File: src/rtl/tile_map_writer_pkg.sv
// rtl/tile_map_writer_pkg.sv - shared constants, tile codes and FSM encoding for the tile map writer
package tile_map_writer_pkg;

    localparam int ROW_MAX       = 14;
    localparam int COL_MAX       = 19;
    localparam int LEFT          = 144;
    localparam int TOP           = 35;
    localparam int TILE_W        = 3;
    localparam int LVL_W         = 2;
    localparam int ROM_AW        = 11;
    localparam int TILES_PER_LVL = 300;

    localparam logic [TILE_W-1:0] TILE_EMPTY = 3'd0;
    localparam logic [TILE_W-1:0] TILE_SOLID = 3'd1;
    localparam logic [TILE_W-1:0] TILE_BRICK = 3'd2;
    localparam logic [TILE_W-1:0] TILE_OOB   = 3'd3;
    localparam logic [TILE_W-1:0] TILE_COIN  = 3'd4;

    typedef enum logic [1:0] {
        ST_IDLE  = 2'd0,
        ST_LOAD  = 2'd1,
        ST_DRAIN = 2'd2,
        ST_DONE  = 2'd3
    } state_e;

    function automatic logic [ROM_AW-1:0] lvl_base(input logic [LVL_W-1:0] lvl);
        return ROM_AW'(lvl) * ROM_AW'(TILES_PER_LVL);
    endfunction

endpackage

File: src/rtl/tile_map_writer_pix_to_tile.sv
// rtl/tile_map_writer_pix_to_tile.sv - pixel coordinate to tile row/col mapping, shared by read and write sides
module pix_to_tile
    import tile_map_writer_pkg::*;
(
    input  logic [9:0] x_i,
    input  logic [9:0] y_i,
    output logic [3:0] row_o,
    output logic [4:0] col_o,
    output logic       valid_o
);

    logic [9:0] dx;
    logic [9:0] dy;
    logic [4:0] row_full;

    // Left/above the visible area wraps to a large value and fails the range check.
    assign dx       = x_i - 10'(LEFT);
    assign dy       = y_i - 10'(TOP);
    assign col_o    = dx[9:5];
    assign row_full = dy[9:5];
    assign row_o    = row_full[3:0];
    assign valid_o  = (row_full <= 5'(ROW_MAX)) && (col_o <= 5'(COL_MAX));

endmodule

File: src/rtl/tile_map_writer.sv
// rtl/tile_map_writer.sv - sole writer of the tile RAM: level fill from ROM and single-tile gameplay edits
module tile_map_writer
    import tile_map_writer_pkg::*;
(
    input  logic              clk_i,
    input  logic              rst_n_i,
    input  logic              load_req_i,
    input  logic [LVL_W-1:0]  load_lvl_i,
    output logic [ROM_AW-1:0] rom_addr_o,
    input  logic [TILE_W-1:0] rom_data_i,
    input  logic              edit_valid_i,
    output logic              edit_ready_o,
    input  logic [9:0]        edit_x_i,
    input  logic [9:0]        edit_y_i,
    input  logic [TILE_W-1:0] edit_tile_i,
    output logic              edit_err_o,
    output logic              wr_en_o,
    output logic [3:0]        wr_row_o,
    output logic [4:0]        wr_col_o,
    output logic [TILE_W-1:0] wr_data_o,
    output logic              busy_o,
    output logic              load_done_o
);

    state_e            state_q, state_d;
    logic [ROM_AW-1:0] rom_addr_q, rom_addr_d;
    logic [3:0]        row_q, row_d;
    logic [4:0]        col_q, col_d;

    logic              ld_vld_q;
    logic [3:0]        ld_row_q;
    logic [4:0]        ld_col_q;

    logic              ed_vld_q;
    logic              ed_err_q;
    logic [3:0]        ed_row_q;
    logic [4:0]        ed_col_q;
    logic [TILE_W-1:0] ed_tile_q;

    logic [3:0]        pt_row;
    logic [4:0]        pt_col;
    logic              pt_valid;
    logic              edit_accept;

    pix_to_tile u_pix_to_tile (
        .x_i     (edit_x_i),
        .y_i     (edit_y_i),
        .row_o   (pt_row),
        .col_o   (pt_col),
        .valid_o (pt_valid)
    );

    // A load request in the same cycle takes priority over an edit.
    assign edit_ready_o = rst_n_i && (state_q == ST_IDLE) && !load_req_i;
    assign edit_accept  = edit_valid_i && edit_ready_o;

    always_comb begin
        state_d    = state_q;
        rom_addr_d = rom_addr_q;
        row_d      = row_q;
        col_d      = col_q;
        case (state_q)
            ST_IDLE: begin
                if (load_req_i) begin
                    state_d    = ST_LOAD;
                    rom_addr_d = lvl_base(load_lvl_i);
                    row_d      = 4'd0;
                    col_d      = 5'd0;
                end
            end
            ST_LOAD: begin
                rom_addr_d = rom_addr_q + 1'b1;
                if (col_q == 5'(COL_MAX)) begin
                    if (row_q == 4'(ROW_MAX)) begin
                        state_d = ST_DRAIN;
                    end else begin
                        col_d = 5'd0;
                        row_d = row_q + 1'b1;
                    end
                end else begin
                    col_d = col_q + 1'b1;
                end
            end
            ST_DRAIN: state_d = ST_DONE;
            ST_DONE:  state_d = ST_IDLE;
            default:  state_d = ST_IDLE;
        endcase
    end

    always_ff @(posedge clk_i or negedge rst_n_i) begin
        if (!rst_n_i) begin
            state_q    <= ST_IDLE;
            rom_addr_q <= '0;
            row_q      <= '0;
            col_q      <= '0;
        end else begin
            state_q    <= state_d;
            rom_addr_q <= rom_addr_d;
            row_q      <= row_d;
            col_q      <= col_d;
        end
    end

    // The ROM answers one cycle after the address, so row/col follow one stage behind.
    always_ff @(posedge clk_i or negedge rst_n_i) begin
        if (!rst_n_i) begin
            ld_vld_q <= 1'b0;
            ld_row_q <= '0;
            ld_col_q <= '0;
        end else begin
            ld_vld_q <= (state_q == ST_LOAD);
            ld_row_q <= row_q;
            ld_col_q <= col_q;
        end
    end

    always_ff @(posedge clk_i or negedge rst_n_i) begin
        if (!rst_n_i) begin
            ed_vld_q  <= 1'b0;
            ed_err_q  <= 1'b0;
            ed_row_q  <= '0;
            ed_col_q  <= '0;
            ed_tile_q <= '0;
        end else begin
            ed_vld_q <= edit_accept && pt_valid;
            ed_err_q <= edit_accept && !pt_valid;
            if (edit_accept) begin
                ed_row_q  <= pt_row;
                ed_col_q  <= pt_col;
                ed_tile_q <= edit_tile_i;
            end
        end
    end

    // Edits are only accepted in IDLE, so an edit write can never coincide with a load write.
    always_comb begin
        wr_en_o   = 1'b0;
        wr_row_o  = '0;
        wr_col_o  = '0;
        wr_data_o = '0;
        if (ld_vld_q) begin
            wr_en_o   = 1'b1;
            wr_row_o  = ld_row_q;
            wr_col_o  = ld_col_q;
            wr_data_o = rom_data_i;
        end else if (ed_vld_q) begin
            wr_en_o   = 1'b1;
            wr_row_o  = ed_row_q;
            wr_col_o  = ed_col_q;
            wr_data_o = ed_tile_q;
        end
    end

    assign rom_addr_o  = rom_addr_q;
    assign edit_err_o  = ed_err_q;
    assign busy_o      = (state_q == ST_LOAD) || (state_q == ST_DRAIN);
    assign load_done_o = (state_q == ST_DONE);

endmodule
File: config.mk
export PLATFORM = sky130hd
export DESIGN_NAME = tile_map_writer
export DESIGN_NICKNAME = d
export VERILOG_FILES = /design/src/rtl/tile_map_writer_pkg.sv /design/src/rtl/tile_map_writer_pix_to_tile.sv /design/src/rtl/tile_map_writer.sv
export SDC_FILE = /design/constraint.sdc
export NUM_CORES = 1
export LEC_CHECK = 0
export CORE_MARGIN = 4
export CORE_UTILIZATION = 30
export DETAILED_ROUTE_END_ITERATION = 8
export PLACE_DENSITY = 0.53
export SLEW_MARGIN = 40
export SYNTH_ARGS = -nofsm -noshare
export SYNTH_HDL_FRONTEND = slang
export SYNTH_SLANG_ARGS = --single-unit
File: constraint.sdc
create_clock -name clk_i -period 2.27 [get_ports clk_i]
set_clock_uncertainty 0.2 [all_clocks]
set_input_delay 0.454 -clock clk_i [delete_from_list [all_inputs] [get_ports clk_i]]
set_output_delay 0.454 -clock clk_i [all_outputs]
set_load 0.005 [all_outputs]
==> results.ini <==
[placed_design]
dp_hpwl_um = 4500
io_buffers = 55
placedCellCount = 430
pre_cts_ws_ns = -0.0632
place.gp.congestion = 0.804

[sta]
slew_viol_final = 0
slew_headroom_pct = 60.3
rsz0062_at_grt = false
worstMarginPinSlew_ns = 0.596
timing.hold.ws_ns = 0.0786
final.min_clock_period_ns = 2.16
finalCritPeriodShare_pct = 95.2
fmax_ghz = 0.463
setup_violations = 0
hold_violations = 0
fin_ws_ns = 0.109

[drt]
met2_length_um = 2680
drtAntennaViolNets = 0
totalWireLength_um = 6240
wl_per_cell_um = 14.1
viasPerCell = 4.94
drc_errors = 0
drt-pass1-iter-count = 4
wl_met3_um = 313
vias = 2194
m1WireLength_um = 3220
top_layer = met4
drtIter0Drc = 27

[job]
maxCapViolations = 0

[critical_path]
cp.required_ns = 1.62
startpoint_type = flip-flop
cp-end-kind = primary output
critPathMaxFanout = 8
worst_ep_arrival_time_ns = 1.51
crit_type = flip-flop to primary output

[grt]
grt_max_degree = 47
grtUsageTotal_pct = 12.9
grt_pass1_wl_um = 10700
grt_pass1_vias = 2272
antenna_found_initial = 0
overflow = 0

[clocking]
numCtsBuffers = 5
clock_sinks = 46
cts_buffer_depth = 2
cts_tree = built
holdBufCountCts = 0
clk_pin_slew_ns = 0.10
cts-htree-levels = 2
clockRootBuffer = clkbuf_8
clock_latency_ns = 0.30

[logic_synthesis]
yosysTopAreaCell = dfrtp_1
synth_edf_count = 0
yosysWarnings = 0
ys_ff_latch = 46
synth-main-ff-cell = dfrtp_1
synth.avg_cell_area_um2 = 9.78
synth_top_area_share_pct = 44.6
yosysUniqueCellTypes = 49
syn-num-nets = 308
netlist_area_mm2 = 0.00258
ys_seq_area_share_pct = 44.6
synth_cells = 264
synth_area_leaders = dfrtp_1 45%, ha_1 5.8%, o21ai_0 4.3%
synthArstFlopShare_pct = 100

[final_layout]
areaGrowthSynthToFinish_pct = 36.2
fin_util_pct = 42.4
diodes = 0
post_layout_nonfiller_instances = 444
fin_nets = 382
drive_gt1_share_pct = 16.2

[floorplanning]
die_area_mm2 = 0.0102
initial_core_util_pct = 31.1
std_cell_rows = 33
die_h_um = 101
dieWidth_um = 101
core_mm2 = 0.00830
io_pins = 60

[power]
worst_ir_drop_vdd_uv = 243
p_leak_nw = 1.57
power.density_mw_per_mm2 = 422

[hold_path]
hold_class = input port to async pin

[run_status]
status = complete, no violations

metal layers:
layer	track usage, %	vias up
li1	-	1118
met1	18.4	1021
met2	20.6	51
met3	2.49	4
met4	2.49	0
met5	0	-
metrics by stage:
step	TNS, ns	total power, mW	cell area (µm²)
after floorplan	0	0.876	2580
after global placement	-0.244	0.974	3370
after detailed placement	-0.223	0.974	3370
after CTS	0	1.52	3490
after global routing	0	1.57	3520
final	0	1.49	3520
logic make-up after synthesis:
group / after synthesis / synth area share, %
compound gates: 83 / 21.3
mux: 13 / 5.33
buf+inv: 26 / 4.02
xor+xnor: 9 / 3.05
flops: 46 / 44.6
fa+ha+maj: 12 / 5.81
simple gates: 75 / 15.9
cell type report:
class | count | area [µm²]
clock buffer | 5 | 68.8
clock inverter | 3 | 25.0
fill | 839 | 4780
inverter | 11 | 41.3
multi-input combinational | 192 | 1340
sequential | 46 | 1150
tap | 105 | 131
timing repair buffer | 82 | 761
worst max-delay path, stage by stage (launching register included):
cell and delay [ns]:
dfrtp_1 0.41, buf_4 0.14, nor2b_2 0.14, buf_6 0.15, a22o_1 0.14, dlygate4sd2_1 0.23
path summary, 6_finish.rpt:
kind / from / endpoint / slack (ns) / depth (start not counted)
min: rst_n_i / state_q[1] / 0.08 / 2
min in group clk_i: row_q[0] / ld_row_q[0] / 0.24 / 0
min reg2reg: row_q[0] / ld_row_q[0] / 0.24 / 0
max in group asynchronous: rst_n_i / col_q[3] / 1.38 / 2
max reg2reg: state_q[0] / rom_addr_o[7] / 0.22 / 7
max: ld_vld_q / wr_col_o[3] / 0.11 / 5
cells in the final DEF, fill, tap and decap left out, types with 2 or more instances in the layout:
| cell type | synthesis | layout |
|---|---|---|
| clkdlybuf4s50_1 | 0 | 39 |
| clkbuf_8 | 0 | 5 |
| mux2_2 | 6 | 6 |
| nand3b_1 | 2 | 2 |
| o21ai_0 | 22 | 21 |
| mux2i_1 | 7 | 7 |
| inv_1 | 11 | 10 |
| dlygate4sd2_1 | 0 | 12 |
| a211oi_1 | 3 | 3 |
| o21ai_1 | 3 | 4 |
| xnor2_1 | 7 | 7 |
| nand3_1 | 10 | 10 |
| dfrtp_1 | 46 | 46 |
| a221oi_1 | 2 | 2 |
| a31oi_1 | 3 | 3 |
| nand2_1 | 21 | 21 |
| nand2b_1 | 3 | 3 |
| o22ai_1 | 7 | 7 |
| o31ai_1 | 3 | 3 |
| and3_1 | 5 | 5 |
| ha_1 | 12 | 11 |
| buf_6 | 0 | 2 |
| dlymetal6s2s_1 | 0 | 3 |
| a21oi_1 | 14 | 14 |
| or2_2 | 4 | 4 |
| nor3_1 | 4 | 4 |
| buf_4 | 0 | 24 |
| nor2_1 | 9 | 9 |
| a22o_1 | 11 | 11 |
| nand4_1 | 5 | 5 |
| or3_1 | 2 | 2 |
| and4_1 | 2 | 2 |
| xor2_1 | 2 | 2 |
| a31o_2 | 2 | 2 |
| and2_1 | 2 | 2 |
synthesized netlist by cell type (2+ instances only):
master and n:
dfrtp_1 46, o21ai_0 22, nand2_1 21, a21oi_1 14, ha_1 12, a22o_1 11, inv_1 11, nand3_1 10
clkbuf_1 9, nor2_1 9, mux2i_1 7, o22ai_1 7, xnor2_1 7, mux2_2 6, and3_1 5, buf_2 5
nand4_1 5, nor3_1 4, or2_2 4, a211oi_1 3, a31oi_1 3, nand2b_1 3, nor2b_1 3, o21ai_1 3
o31ai_1 3, a221oi_1 2, a31o_2 2, and2_1 2, and4_1 2, nand3b_1 2, or3_1 2, xor2_1 2
what timing repair did:
item / in CTS / in global routing
resized for setup: 19 / 4
endpoints found under the setup margin: 14 / 7
endpoints found under the hold margin: 0 / 0
setup buffers: 4 / 2
report_power, final:
| part | switching [mW] | internal [mW] |
|---|---|---|
| Clock | 0.308 | 0.223 |
| Sequential | 0 | 0.819 |
| Combinational | 0.0611 | 0.0741 |
| Total | 0.369 | 1.12 |
registers in the layout (all words and copies together), names as in the netlist:
name	cells
rom_addr_o	11
col_q	5
ed_col_q	5
ld_col_q	5
ed_row_q	4
ld_row_q	4
row_q	4
ed_tile_q	3
state_q	2
ed_vld_q	1
edit_err_o	1
ld_vld_q	1
Power figures use the tool's default switching activity.
